## src/rtl/instr_fetch_decode_if.sv

```systemverilog
// Bus between the instruction fetch/decode stage and its neighbours:
// the memory load port, run control, and the decoded operand fields.
interface instr_fetch_decode_if #(
   parameter int INSTR_W = 32,
   parameter int AW      = 4
);
   logic               load_en;
   logic [AW-1:0]      load_addr;
   logic [INSTR_W-1:0] load_data;
   logic               start;
   logic               stall;
   logic               halt_req;

   logic               busy;
   logic               valid;
   logic [AW-1:0]      pc_out;
   logic [3:0]         op_code;
   logic [3:0]         dest;
   logic [3:0]         op_reg1;
   logic               imm_or_reg;
   logic [3:0]         sft_imm;
   logic [7:0]         imm;
   logic [7:0]         sft_reg;
   logic [3:0]         op_reg2;
   logic [15:0]        issue_cnt;

   modport master (
      output load_en, load_addr, load_data, start, stall, halt_req,
      input  busy, valid, pc_out, op_code, dest, op_reg1, imm_or_reg,
             sft_imm, imm, sft_reg, op_reg2, issue_cnt
   );

   modport slave (
      input  load_en, load_addr, load_data, start, stall, halt_req,
      output busy, valid, pc_out, op_code, dest, op_reg1, imm_or_reg,
             sft_imm, imm, sft_reg, op_reg2, issue_cnt
   );
endinterface

```

## src/rtl/instr_fetch_decode.sv

```systemverilog
// Instruction fetch/decode stage: 16-word program memory, wrapping PC,
// registered operand fields with stall bubbles and halt back to IDLE.
module instr_fetch_decode #(
   parameter int INSTR_W = 32,
   parameter int DEPTH   = 16
) (
   input logic                  clk,
   input logic                  rst,
   instr_fetch_decode_if.slave  bus
);
   localparam int AW = $clog2(DEPTH);

   typedef enum logic {IDLE = 1'b0, RUN = 1'b1} state_t;

   state_t             state_q, state_d;
   logic [INSTR_W-1:0] mem_q [DEPTH];
   logic [INSTR_W-1:0] mem_d [DEPTH];
   logic [AW-1:0]      pc_q, pc_d;
   logic               busy_q, busy_d;
   logic               valid_q, valid_d;
   logic [AW-1:0]      pc_out_q, pc_out_d;
   logic [3:0]         op_code_q, op_code_d;
   logic [3:0]         dest_q, dest_d;
   logic [3:0]         op_reg1_q, op_reg1_d;
   logic               imm_or_reg_q, imm_or_reg_d;
   logic [3:0]         sft_imm_q, sft_imm_d;
   logic [7:0]         imm_q, imm_d;
   logic [7:0]         sft_reg_q, sft_reg_d;
   logic [3:0]         op_reg2_q, op_reg2_d;
   logic [15:0]        issue_cnt_q, issue_cnt_d;

   logic [INSTR_W-1:0] instr;
   logic               unused_rsvd;

   assign instr       = mem_q[pc_q];
   assign unused_rsvd = ^instr[18:12];

   always_comb begin
      state_d      = state_q;
      mem_d        = mem_q;
      pc_d         = pc_q;
      valid_d      = valid_q;
      pc_out_d     = pc_out_q;
      op_code_d    = op_code_q;
      dest_d       = dest_q;
      op_reg1_d    = op_reg1_q;
      imm_or_reg_d = imm_or_reg_q;
      sft_imm_d    = sft_imm_q;
      imm_d        = imm_q;
      sft_reg_d    = sft_reg_q;
      op_reg2_d    = op_reg2_q;
      issue_cnt_d  = issue_cnt_q;

      unique case (state_q)
         IDLE: begin
            valid_d = 1'b0;
            // A same-cycle load lands before the first fetch reads memory.
            if (bus.load_en) begin
               mem_d[bus.load_addr] = bus.load_data;
            end
            if (bus.start) begin
               pc_d        = '0;
               issue_cnt_d = '0;
               state_d     = RUN;
            end
         end
         RUN: begin
            if (bus.halt_req) begin
               valid_d = 1'b0;
               state_d = IDLE;
            end else if (bus.stall) begin
               valid_d = 1'b0;
            end else begin
               valid_d      = 1'b1;
               pc_out_d     = pc_q;
               pc_d         = pc_q + AW'(1);
               op_code_d    = instr[31:28];
               dest_d       = instr[27:24];
               op_reg1_d    = instr[23:20];
               imm_or_reg_d = instr[19];
               // Operand fields of the unused flavour are zeroed per instruction.
               sft_imm_d    = instr[19] ? instr[11:8] : 4'h0;
               imm_d        = instr[19] ? instr[7:0]  : 8'h00;
               sft_reg_d    = instr[19] ? 8'h00       : instr[11:4];
               op_reg2_d    = instr[19] ? 4'h0        : instr[3:0];
               if (issue_cnt_q != 16'hFFFF) begin
                  issue_cnt_d = issue_cnt_q + 16'd1;
               end
            end
         end
         default: state_d = IDLE;
      endcase

      busy_d = (state_d == RUN);
   end

   always_ff @(posedge clk or negedge rst) begin
      if (!rst) begin
         state_q      <= IDLE;
         for (int i = 0; i < DEPTH; i++) begin
            mem_q[i] <= '0;
         end
         pc_q         <= '0;
         busy_q       <= 1'b0;
         valid_q      <= 1'b0;
         pc_out_q     <= '0;
         op_code_q    <= '0;
         dest_q       <= '0;
         op_reg1_q    <= '0;
         imm_or_reg_q <= 1'b0;
         sft_imm_q    <= '0;
         imm_q        <= '0;
         sft_reg_q    <= '0;
         op_reg2_q    <= '0;
         issue_cnt_q  <= '0;
      end else begin
         state_q      <= state_d;
         mem_q        <= mem_d;
         pc_q         <= pc_d;
         busy_q       <= busy_d;
         valid_q      <= valid_d;
         pc_out_q     <= pc_out_d;
         op_code_q    <= op_code_d;
         dest_q       <= dest_d;
         op_reg1_q    <= op_reg1_d;
         imm_or_reg_q <= imm_or_reg_d;
         sft_imm_q    <= sft_imm_d;
         imm_q        <= imm_d;
         sft_reg_q    <= sft_reg_d;
         op_reg2_q    <= op_reg2_d;
         issue_cnt_q  <= issue_cnt_d;
      end
   end

   assign bus.busy       = busy_q;
   assign bus.valid      = valid_q;
   assign bus.pc_out     = pc_out_q;
   assign bus.op_code    = op_code_q;
   assign bus.dest       = dest_q;
   assign bus.op_reg1    = op_reg1_q;
   assign bus.imm_or_reg = imm_or_reg_q;
   assign bus.sft_imm    = sft_imm_q;
   assign bus.imm        = imm_q;
   assign bus.sft_reg    = sft_reg_q;
   assign bus.op_reg2    = op_reg2_q;
   assign bus.issue_cnt  = issue_cnt_q;
endmodule

```

## src/flat_wrapper.sv

```systemverilog
// flat-port wrapper written by rule: the top's interface ports become plain ports
module instr_fetch_decode_flat 
#(
   parameter int INSTR_W = 32,
   parameter int DEPTH   = 16
)
  (clk, rst, bus_load_en, bus_load_addr, bus_load_data, bus_start, bus_stall, bus_halt_req, bus_busy, bus_valid, bus_pc_out, bus_op_code, bus_dest, bus_op_reg1, bus_imm_or_reg, bus_sft_imm, bus_imm, bus_sft_reg, bus_op_reg2, bus_issue_cnt);
  instr_fetch_decode_if #(.INSTR_W(INSTR_W)) bus_i ();
  input logic clk;
  input logic rst;
  input wire logic [$bits(bus_i.load_en)-1:0] bus_load_en;
  input wire logic [$bits(bus_i.load_addr)-1:0] bus_load_addr;
  input wire logic [$bits(bus_i.load_data)-1:0] bus_load_data;
  input wire logic [$bits(bus_i.start)-1:0] bus_start;
  input wire logic [$bits(bus_i.stall)-1:0] bus_stall;
  input wire logic [$bits(bus_i.halt_req)-1:0] bus_halt_req;
  output wire logic [$bits(bus_i.busy)-1:0] bus_busy;
  output wire logic [$bits(bus_i.valid)-1:0] bus_valid;
  output wire logic [$bits(bus_i.pc_out)-1:0] bus_pc_out;
  output wire logic [$bits(bus_i.op_code)-1:0] bus_op_code;
  output wire logic [$bits(bus_i.dest)-1:0] bus_dest;
  output wire logic [$bits(bus_i.op_reg1)-1:0] bus_op_reg1;
  output wire logic [$bits(bus_i.imm_or_reg)-1:0] bus_imm_or_reg;
  output wire logic [$bits(bus_i.sft_imm)-1:0] bus_sft_imm;
  output wire logic [$bits(bus_i.imm)-1:0] bus_imm;
  output wire logic [$bits(bus_i.sft_reg)-1:0] bus_sft_reg;
  output wire logic [$bits(bus_i.op_reg2)-1:0] bus_op_reg2;
  output wire logic [$bits(bus_i.issue_cnt)-1:0] bus_issue_cnt;
  assign bus_i.load_en = bus_load_en;
  assign bus_i.load_addr = bus_load_addr;
  assign bus_i.load_data = bus_load_data;
  assign bus_i.start = bus_start;
  assign bus_i.stall = bus_stall;
  assign bus_i.halt_req = bus_halt_req;
  assign bus_busy = bus_i.busy;
  assign bus_valid = bus_i.valid;
  assign bus_pc_out = bus_i.pc_out;
  assign bus_op_code = bus_i.op_code;
  assign bus_dest = bus_i.dest;
  assign bus_op_reg1 = bus_i.op_reg1;
  assign bus_imm_or_reg = bus_i.imm_or_reg;
  assign bus_sft_imm = bus_i.sft_imm;
  assign bus_imm = bus_i.imm;
  assign bus_sft_reg = bus_i.sft_reg;
  assign bus_op_reg2 = bus_i.op_reg2;
  assign bus_issue_cnt = bus_i.issue_cnt;
  instr_fetch_decode #(.INSTR_W(INSTR_W), .DEPTH(DEPTH)) u_core (.clk(clk), .rst(rst), .bus(bus_i));
endmodule
```

## config.mk

```make
export PLATFORM = sky130hd
export DESIGN_NAME = instr_fetch_decode_flat
export DESIGN_NICKNAME = d
export VERILOG_FILES = /design/src/rtl/instr_fetch_decode_if.sv /design/src/rtl/instr_fetch_decode.sv /design/src/flat_wrapper.sv
export SDC_FILE = /design/constraint.sdc
export NUM_CORES = 1
export LEC_CHECK = 0
export ABC_CLOCK_PERIOD_IN_PS = 2400
export BUFFER_PORTS_ARGS = -buffer_cell sky130_fd_sc_hd__buf_2
export CAP_MARGIN = 10
export CORE_MARGIN = 5
export CORE_UTILIZATION = 55
export DETAILED_ROUTE_END_ITERATION = 10
export HOLD_SLACK_MARGIN = 0.1
export PLACE_DENSITY = 0.73
export SYNTH_ARGS = -nofsm -noshare
export SYNTH_HDL_FRONTEND = slang
export SYNTH_SLANG_ARGS = --single-unit
```

## constraint.sdc

```tcl
create_clock -name clk -period 2.4 [get_ports clk]
set_clock_uncertainty 0.05 [all_clocks]
set_input_delay 0.6 -clock clk [delete_from_list [all_inputs] [get_ports clk]]
set_output_delay 0.6 -clock clk [all_outputs]
set_load 0.01 [all_outputs]
```

==> impl_metrics.toml <==
[run_status]
outcome = "finished, final reports clean"

[grt]
grt_first_pass_wirelength_um = 75310
grt_max_degree = 68
grt_overflow = 0
grt_pass1_vias = 12780
antenna_found_initial = 3
gr-usage-all-layers = 0.2337

[yosys]
netlist_area_mm2 = 0.02056
postSynthAreaPerCell_um2 = 15.05
syn-num-nets = 1410
ys_seq_elements = 463
ys_seq_area_frac = 0.5635
synth_edf_count = 0
synthFlopType = "dfrtp_1"
synth_area_leaders = "dfrtp_1 56%, mux2_2 22%, mux4_2 12%"
synth_area_leader_cell = "dfrtp_1"
synthArstFlopShare = 1.000
yosysTopAreaCellShare = 0.5635
post-synth-top-count-cell = "dfrtp_1"
synth_commonest_cells = "463 x dfrtp_1, 400 x mux2_2, 120 x nand2_1"
ys_types = 45
syn_inst = 1366
ys_warn_count = 0

[layout]
utilization = 0.6404
stdcell_count = 1968
largest_register = "u_core.mem_q"
fin_nets = 1509
syn2layout_area_growth_pct = 14.58
largest_reg_flops = 400
drive_above_1_share = 0.5043
fin_area_mm2 = 0.02356
fillers = 2658

[timing]
rsz0062_at_grt = "no"
slew_viol_final = 0
whs_ns = 0.1996
finalSetupTns_ns = 0
tightest_slew_ns = 0.8916
setup_violations = 0
fin_ws_ns = 0.1715
hold_violations = 0
maxSlewHeadroom = 0.4044
fin_crit_sh = 0.9286
period_needed_ns = 2.229
fmax_mhz = 448.7

[run]
drv_cap = 0

[setup_path]
cp.required_ns = 2.80
startpoint_type = "flip-flop"
r2r_slack_ns = 0.17
regToRegStartpoint = "u_core.pc_q[0]"
crit_family = "simple AND/OR/NAND/NOR gates"
path_buf_inv = 1
path_cells = "buf_12 -> mux4_2 -> a22oi_1 -> nand2_2 -> nand3_1 -> nand2_1"
crit_type = "reg -> reg"
r2r_cells = 6
critPathMaxStageDelay_ns = 0.51
cp-end-kind = "flip-flop"
r2r_end = "u_core.bus.imm[6]"
crit_slowest_cell = "mux4_2"
crit_fanout = 15
crit_arrival_ns = 2.63

[clock_tree]
cts_sinks = 463
h-tree-depth = 2
clockBufferDepth = 3
clk_pin_slew_ns = 0.06
cts_tree = "built"
worstSkewPairLatency_ns = 0.56
cts-root-buf = "clkbuf_16"
numCtsBuffers = 48
post_cts_buffers = 0

[pwr]
finalPower_mw = 22.78
internal_power_mw = 16.85
switching_share = 0.2602
peakVddDrop_mv = 0.6033
power_density_mw_per_mm2 = 966.8
p_leak_nw = 10.70
p_comb_frac = 0.213
seqPwrFrac = 0.471
switchingPower_mw = 5.927
clockPowerShare = 0.316

[die]
std_cell_rows = 70
io_pins = 101
die_height_um = 203.4
fp.coreArea_mm2 = 0.03679
initial_core_util = 0.5589
fp.dieArea_mm2 = 0.04135
fp.dieW_um = 203.4

[detailed_routing]
wl_um = 47170
post_drt_wl_per_cell_um = 23.97
ant_nets = 0
wl_met2_um = 23910
drc = 0
met3WireLength_um = 1768
dr.pass1.iters = 5
vias = 11900
drt-initial-drc-count = 639
vias_per_cell = 6.047
highest_layer = "met5"
met1_length_um = 20560

[placement]
placed_cell_area_mm2 = 0.02202
dpl_worst_slack_ns = 0.02440
portBuffers = 93
dpl.cell_count = 1882
gp_congestion = 0.7898
place_hpwl_um = 28450

[worst_hold_path]
hp-class = "in -> reg"
min_to = "u_core.state_q"
hold_start = "bus_halt_req"
hold_depth = 2
## layer usage
metal / up-vias / track usage
met3: 72 / 0.03180
met2: 232 / 0.3983
met4: 2 / 0.05228
met5: - / 0
met1: 6383 / 0.3262
li1: 5211 / -
## power groups by stage
stage | Clock, mW | Combinational [mW] | Sequential (mW)
detailed placement | 0 | 4.90 | 10.8
CTS | 7.35 | 4.92 | 10.7
floorplan | 0 | 3.53 | 10.6
global placement | 0 | 4.75 | 10.7
finish | 7.21 | 4.84 | 10.7
global route | 7.68 | 5.28 | 10.9
## cell usage in the layout (no fill, tap or decap), types with 10 or more instances in the layout
master	count
buf_12	28
dfrtp_1	461
nand3_1	30
mux4_2	112
clkbuf_16	49
a22oi_1	26
mux2_2	400
o21ai_1	10
clkbuf_8	12
nor2_1	18
clkbuf_1	13
buf_4	35
buf_2	92
nand2_1	118
## cell type report
type / count / area, um^2 / area share
Tap cell: 468 / 585.6 / 0.02486
Clock inverter: 10 / 85.08 / 0.003611
Sequential cell: 463 / 11590 / 0.4921
Multi-Input combinational cell: 791 / 8528 / 0.3620
Clock buffer: 74 / 1440 / 0.06113
Inverter: 4 / 15.01 / 0.0006373
Antenna cell: 1 / 2.502 / 0.0001062
Timing Repair Buffer: 157 / 1309 / 0.05555
## worst max-delay path by stage
stage | depth (start not counted) | startpoint | endpoint | slack, ns
after floorplan | 6 | bus_load_addr[2] | u_core.mem_q[128] | 0.19
after global placement | 6 | u_core.pc_q[0] | u_core.bus.imm[2] | 0.04
after detailed placement | 6 | u_core.pc_q[0] | u_core.bus.imm[3] | 0.02
after CTS | 6 | u_core.pc_q[0] | u_core.bus.imm[3] | 0.02
after global routing | 6 | u_core.pc_q[0] | u_core.bus.imm[3] | 0.07
final | 6 | u_core.pc_q[0] | u_core.bus.imm[6] | 0.17
## cells by family (layout without fill, tap and decap cells)
group / count (synthesis) / count (layout) / share of synthesized area
AOI/OAI and AO/OA: 58 / 58 / 0.01947
xor gates and xnor gates: 11 / 11 / 0.004686
adders and majority gates: 2 / 2 / 0.001217
buffers and inverters: 112 / 245 / 0.02422
DFF: 463 / 463 / 0.5635
muxes: 512 / 512 / 0.3418
other: 0 / 1 / 0
and+or+nand+nor: 208 / 208 / 0.04515
## timing repair
item                                   in CTS  in global routing
hold buffers                                1                  0
endpoints found under the hold margin      44                  0
setup endpoints to repair                   0                 13
gates resized for setup                     0                  1
Note: power is estimated with default switching activity, not from simulation.
